`src/rtl/traffic_timer_if.sv`:
```
// traffic_timer_if: programming, start and status signals between the traffic
// controller (master) and the interval timer (slave).
// Optional macro TRAFFIC_TIMER_REMAINING_EN adds the Remaining status field.
interface traffic_timer_if;
    logic       Reprogram;
    logic [1:0] Time_Parameter_Selector;
    logic [3:0] Time_Value;
    logic [1:0] Interval;
    logic       Start_Timer;
    logic       Busy;
    logic       Expired;
    logic       Tick_1Hz;
`ifdef TRAFFIC_TIMER_REMAINING_EN
    logic [3:0] Remaining;

    modport master (
        output Reprogram, Time_Parameter_Selector, Time_Value, Interval, Start_Timer,
        input  Busy, Expired, Tick_1Hz, Remaining
    );
    modport slave (
        input  Reprogram, Time_Parameter_Selector, Time_Value, Interval, Start_Timer,
        output Busy, Expired, Tick_1Hz, Remaining
    );
`else
    modport master (
        output Reprogram, Time_Parameter_Selector, Time_Value, Interval, Start_Timer,
        input  Busy, Expired, Tick_1Hz
    );
    modport slave (
        input  Reprogram, Time_Parameter_Selector, Time_Value, Interval, Start_Timer,
        output Busy, Expired, Tick_1Hz
    );
`endif
endinterface

```
`src/rtl/traffic_timer.sv`:
```
// traffic_timer: stores the base/extended/yellow intervals and counts the
// selected one down in 1-second ticks from a free-running clock divider.
// Optional macro TRAFFIC_TIMER_REMAINING_EN exposes the live count on Remaining.
module traffic_timer #(
    parameter int unsigned DIV_COUNT  = 100_000_000,
    parameter logic [3:0]  T_BASE_DEF = 4'd6,
    parameter logic [3:0]  T_EXT_DEF  = 4'd3,
    parameter logic [3:0]  T_YEL_DEF  = 4'd2
) (
    input  logic           clk,
    input  logic           Reset_n,
    traffic_timer_if.slave bus
);

    localparam int unsigned DIV_W = $clog2(DIV_COUNT);
    localparam int unsigned VAL_W = 4;
    localparam logic [DIV_W-1:0] DIV_LAST = DIV_W'(DIV_COUNT - 1);

    typedef enum logic [1:0] {
        S_IDLE  = 2'd0,
        S_COUNT = 2'd1,
        S_DONE  = 2'd2
    } state_t;

    state_t             state_q, state_d;
    logic [DIV_W-1:0]   div_q, div_d;
    logic [VAL_W-1:0]   count_q, count_d;
    logic [VAL_W-1:0]   base_q, base_d;
    logic [VAL_W-1:0]   ext_q, ext_d;
    logic [VAL_W-1:0]   yel_q, yel_d;
    logic               busy_q, busy_d;
    logic               expired_q, expired_d;
    logic               tick_q, tick_d;
    logic               div_wrap_c;
    logic               start_ok_c;
    logic [VAL_W-1:0]   sel_val_c;

    // Next-state logic: interval writes, divider, start/reload and countdown
    always_comb begin
        state_d    = state_q;
        count_d    = count_q;
        base_d     = base_q;
        ext_d      = ext_q;
        yel_d      = yel_q;
        div_wrap_c = (div_q == DIV_LAST);
        div_d      = div_wrap_c ? '0 : div_q + DIV_W'(1);
        tick_d     = div_wrap_c;
        start_ok_c = bus.Start_Timer && (bus.Interval != 2'b11);

        // Start samples the old register contents, so a same-edge write
        // only takes effect from the next start.
        unique case (bus.Interval)
            2'b00:   sel_val_c = base_q;
            2'b01:   sel_val_c = ext_q;
            2'b10:   sel_val_c = yel_q;
            default: sel_val_c = '0;
        endcase

        if (bus.Reprogram) begin
            unique case (bus.Time_Parameter_Selector)
                2'b00:   base_d = bus.Time_Value;
                2'b01:   ext_d  = bus.Time_Value;
                2'b10:   yel_d  = bus.Time_Value;
                default: ;
            endcase
        end

        if (start_ok_c) begin
            // Start wins over tick and DONE; zero-length intervals run one second.
            state_d = S_COUNT;
            count_d = (sel_val_c == '0) ? VAL_W'(1) : sel_val_c;
            div_d   = '0;
        end else begin
            unique case (state_q)
                S_COUNT: begin
                    if (div_wrap_c) begin
                        if (count_q == VAL_W'(1)) begin
                            count_d = '0;
                            state_d = S_DONE;
                        end else begin
                            count_d = count_q - VAL_W'(1);
                        end
                    end
                end
                S_DONE:  state_d = S_IDLE;
                default: state_d = S_IDLE;
            endcase
        end

        busy_d    = (state_d == S_COUNT);
        expired_d = (state_d == S_DONE);
    end

    // State, interval and output registers
    always_ff @(posedge clk or negedge Reset_n) begin
        if (!Reset_n) begin
            state_q   <= S_IDLE;
            div_q     <= '0;
            count_q   <= '0;
            base_q    <= T_BASE_DEF;
            ext_q     <= T_EXT_DEF;
            yel_q     <= T_YEL_DEF;
            busy_q    <= 1'b0;
            expired_q <= 1'b0;
            tick_q    <= 1'b0;
        end else begin
            state_q   <= state_d;
            div_q     <= div_d;
            count_q   <= count_d;
            base_q    <= base_d;
            ext_q     <= ext_d;
            yel_q     <= yel_d;
            busy_q    <= busy_d;
            expired_q <= expired_d;
            tick_q    <= tick_d;
        end
    end

    assign bus.Busy     = busy_q;
    assign bus.Expired  = expired_q;
    assign bus.Tick_1Hz = tick_q;
`ifdef TRAFFIC_TIMER_REMAINING_EN
    assign bus.Remaining = count_q;
`endif

endmodule

```
`src/flat_wrapper.sv`:
```
// flat-port wrapper written by rule: the top's interface ports become plain ports
module traffic_timer_flat 
#(
    parameter int unsigned DIV_COUNT  = 100_000_000,
    parameter logic [3:0]  T_BASE_DEF = 4'd6,
    parameter logic [3:0]  T_EXT_DEF  = 4'd3,
    parameter logic [3:0]  T_YEL_DEF  = 4'd2
)
  (clk, Reset_n, bus_Reprogram, bus_Time_Parameter_Selector, bus_Time_Value, bus_Interval, bus_Start_Timer, bus_Busy, bus_Expired, bus_Tick_1Hz);
  traffic_timer_if bus_i ();
  input  logic clk;
  input  logic Reset_n;
  input wire logic [$bits(bus_i.Reprogram)-1:0] bus_Reprogram;
  input wire logic [$bits(bus_i.Time_Parameter_Selector)-1:0] bus_Time_Parameter_Selector;
  input wire logic [$bits(bus_i.Time_Value)-1:0] bus_Time_Value;
  input wire logic [$bits(bus_i.Interval)-1:0] bus_Interval;
  input wire logic [$bits(bus_i.Start_Timer)-1:0] bus_Start_Timer;
  output wire logic [$bits(bus_i.Busy)-1:0] bus_Busy;
  output wire logic [$bits(bus_i.Expired)-1:0] bus_Expired;
  output wire logic [$bits(bus_i.Tick_1Hz)-1:0] bus_Tick_1Hz;
  assign bus_i.Reprogram = bus_Reprogram;
  assign bus_i.Time_Parameter_Selector = bus_Time_Parameter_Selector;
  assign bus_i.Time_Value = bus_Time_Value;
  assign bus_i.Interval = bus_Interval;
  assign bus_i.Start_Timer = bus_Start_Timer;
  assign bus_Busy = bus_i.Busy;
  assign bus_Expired = bus_i.Expired;
  assign bus_Tick_1Hz = bus_i.Tick_1Hz;
  traffic_timer #(.DIV_COUNT(DIV_COUNT), .T_BASE_DEF(T_BASE_DEF), .T_EXT_DEF(T_EXT_DEF), .T_YEL_DEF(T_YEL_DEF)) u_core (.clk(clk), .Reset_n(Reset_n), .bus(bus_i));
endmodule
```
`config.mk`:
```
export PLATFORM = sky130hd
export DESIGN_NAME = traffic_timer_flat
export DESIGN_NICKNAME = d
export VERILOG_FILES = /design/src/rtl/traffic_timer_if.sv /design/src/rtl/traffic_timer.sv /design/src/flat_wrapper.sv
export SDC_FILE = /design/constraint.sdc
export NUM_CORES = 1
export LEC_CHECK = 0
export ABC_AREA = 0
export BUFFER_PORTS_ARGS = -buffer_cell sky130_fd_sc_hd__buf_2
export CAP_MARGIN = 15
export CORE_MARGIN = 10
export CORE_UTILIZATION = 30
export DETAILED_ROUTE_END_ITERATION = 16
export SLEW_MARGIN = 5
export SYNTH_ARGS = -nofsm -noshare
export SYNTH_HDL_FRONTEND = slang
export SYNTH_SLANG_ARGS = --single-unit
```
`constraint.sdc`:
```
create_clock -name clk -period 2 [get_ports clk]
set_input_delay 0 -clock clk [delete_from_list [all_inputs] [get_ports clk]]
set_output_delay 0 -clock clk [all_outputs]
set_load 0.1 [all_outputs]
```
==> impl_metrics.toml <==
[timing]
finalSetupViolCount = 0
fin_ws_ns = 0.182
hold_slack_ns = 0.0237
final.setup.tns_ns = 0
clock_skew_ns = 0.00774
finalHoldViolations = 0
period_share_pct = 90.9
drv_slew = 0
period_minus_slack_ns = 1.82
slew_headroom_pct = 53.1
rsz0062_at_grt = "false"
worstMarginPinSlew_ns = 0.702
fmax_mhz = 550

[logic_synthesis]
synth_mux_area_share_pct = 7.50
synth-seq-area-share_pct = 48.6
synth_edf_count = 0
async_flop_share_pct = 100
syn-cell-area_um2 = 2480
synth_top_family_by_area = "simple AND/OR/NAND/NOR gates"
synthCells = 230
synth_fa_ha_area_share_pct = 1.51
syn_nets = 245
avgSynthCellArea_um2 = 10.8
ys_types = 51
synth_ff_type = "dfrtp_1"
ys_ff_latch = 48
yosys.area_share.simple_pct = 23.1
synth_xor_xnor_area_share_pct = 4.23
synth_warnings = 0
synth_compound_area_share_pct = 12.0

[die]
die-area_um2 = 12300
die_w_um = 111
start_util_pct = 30.5
dieHeight_um = 111
rows = 33
io_pins = 15
core_area_um2 = 8130

[global_route]
antenna_found_initial = 0
grt-ovfl-total = 0
grt.total_usage_pct = 7.92
grt_first_pass_wirelength_um = 8600
grt_start_max_net_pins = 28
grt_pass1_vias = 1804

[worst_setup_path]
crit_slowest_cell = "dfrtp_1"
cp_slowest_stage_delay_ns = 0.40
critPathCaptureType = "register"
cp-start-kind = "register"
path_delay_family = "simple AND/OR/NAND/NOR gates"
cp_cell_sequence = "ha_1 -> and3_1 -> nand4_4 -> or2_2 -> o311ai_1"
crit_required_ns = 2.20
crit_type = "reg -> reg"
cp_data_arrival_time_ns = 2.01
path_buf_inv = 0
cp_max_fo = 10

[place]
io_buffers = 14
dp.cells = 347
place_ws_ns = 0.0997
gp_congestion = 0.834
dp_hpwl_um = 3480

[clock_network]
cts-root-buf = "clkbuf_8"
clk_pin_slew_ns = 0.09
cts_tree = "yes"
numCtsBuffers = 5
htreeDepth = 2
clockBufferDepth = 2
cts_sinks = 48
clk_latency_ns = 0.29

[routing]
via_per_inst = 5.11
wirelength_um = 4890
drtIter0Drc = 48
drc = 0
drtAntennaViolNets = 0
firstDrtPassIters = 4
avgRoutedWirePerCell_um = 13.4
dr_total_vias = 1861

[cells_and_area]
num-nets-final = 273
final_cells = 364
areaGrowthSynthToFinish_pct = 15.2
antenna_cells = 0
final_layout_size_suffix_gt1_share_pct = 23.2
n_fill_cell = 815

[outcome]
status = "finished, final reports clean"

[run]
maxCapViolations = 0

[power]
p_leak_nw = 1.18
p_total_w = 0.00193
p_per_area_nw_per_um2 = 673
ir_drop_mv = 0.360

[hold_path]
holdCritPathClass = "in -> reg"
## cells in the final DEF, fill, tap and decap left out, types with 3 or more instances in the layout
cell type	instances
dfrtp_1	43
nor2_1	19
buf_2	14
a21oi_1	13
mux2_2	13
nand2_1	12
o21ai_0	10
or3_1	9
inv_1	8
nand3_1	8
nand4_1	8
and3_1	7
xor2_1	7
buf_4	7
xnor2_1	5
clkbuf_8	5
dlygate4sd3_1	5
dfstp_2	5
and4bb_2	4
o31ai_1	4
or4_1	4
mux2i_1	4
and4_1	3
nor3_1	3
nor2b_1	3
ha_1	3
## repair_timing
item | CTS | global route
hold endpoints to repair | 34 | 0
endpoints found under the setup margin | 0 | 6
resized for setup | 0 | 0
setup buffers | 0 | 4
hold buffers | 5 | 0
## worst min-delay path, delay by kind of cell
| family | cells | cell delay (ns) |
|---|---|---|
| compound gates | 2 | 0.17 |
| buf+inv | 1 | 0.12 |
## layer usage
| metal | track usage [%] | wire length [um] | share of wire [%] | up-vias |
|---|---|---|---|---|
| met2 | 12.6 | 2370 | 48 | 21 |
| met3 | 1.79 | 128 | 2.6 | 2 |
| met1 | 10.6 | 2360 | 48 | 930 |
| met5 | 0 | 0 | 0 | - |
| met4 | 1.80 | 27 | 0.55 | 0 |
| li1 | - | - | - | 908 |
## path summary, 6_finish.rpt
check,startpoint,to,slack [ns],cells past startpoint
max,u_core.div_q[0],u_core.count_q[0],0.18,5
min,bus_Start_Timer,u_core.count_q[0],0.02,3
max reg2reg,u_core.div_q[0],u_core.count_q[0],0.18,5
min reg2reg,u_core.div_q[0],u_core.div_q[0],0.51,1
max in group asynchronous,Reset_n,u_core.ext_q[0],1.18,3
min in group asynchronous,Reset_n,u_core.state_q[1],0.21,2
## final cells by class
cell class,instances,area [um^2],area share [%]
Clock buffer,7,76.3,2.67
Clock inverter,1,5.00,0.175
Inverter,8,30.0,1.05
Multi-Input combinational cell,167,1200,41.9
Sequential cell,48,1210,42.2
Tap cell,105,131,4.59
Timing Repair Buffer,28,213,7.43
## cells in the mapped netlist, types with 2 or more instances
cell type / n / area [um^2]
dfrtp_1: 43 / 1080
and4_1: 3 / 26.3
dfstp_2: 5 / 131
and3_1: 7 / 43.8
nor3_1: 3 / 15.0
or2_2: 2 / 12.5
clkbuf_1: 2 / 7.51
o211ai_1: 2 / 15.0
o21ai_0: 10 / 50.1
mux2i_1: 4 / 40.0
nand4_1: 8 / 50.1
buf_2: 2 / 10.0
a21oi_1: 13 / 65.1
nor2b_1: 3 / 18.8
o31ai_1: 4 / 30.0
xor2_1: 7 / 61.3
xnor2_1: 5 / 43.8
ha_1: 3 / 37.5
inv_1: 8 / 30.0
nand2_1: 12 / 45.0
nand3_1: 8 / 40.0
and4bb_2: 4 / 50.1
buf_6: 2 / 22.5
nor2_1: 19 / 71.3
nand3b_1: 2 / 15.0
mux2_2: 13 / 146
or3_1: 9 / 56.3
or4_1: 4 / 30.0
## power breakdown
group,internal (W),switching [W],total [W]
clock network,0.000246,0.000305,0.000551
logic,0.000134,0.000128,0.000262
registers,0.00106,0.0000543,0.00112
## registers in the layout, indices dropped and copies added, names as in the netlist
| name | cells |
|---|---|
| u_core.state_q | 2 |
| u_core.div_q | 27 |
| u_core.bus.Tick_1Hz | 1 |
| u_core.bus.Expired | 1 |
| u_core.bus.Busy | 1 |
| u_core.yel_q | 4 |
| u_core.count_q | 4 |
| u_core.base_q | 4 |
| u_core.ext_q | 4 |
## metrics by stage
stage	util (%)	area [um^2]
5_1_grt	35.2	2860
3_3_place_gp	33.2	2700
3_5_place_dp	33.2	2700
2_1_floorplan	-	2480
6_report	35.2	2860
4_1_cts	34.8	2830
## cell families (layout without fill, tap and decap cells)
group | after synthesis | in the layout
flip-flops | 48 | 48
buffers and inverters | 15 | 44
XOR/XNOR | 12 | 12
adder cells (fa/ha/maj) | 3 | 3
multiplexers | 17 | 17
AND/OR/NAND/NOR | 92 | 92
AO/OA/AOI/OAI | 43 | 43
Power figures use the tool's default switching activity.
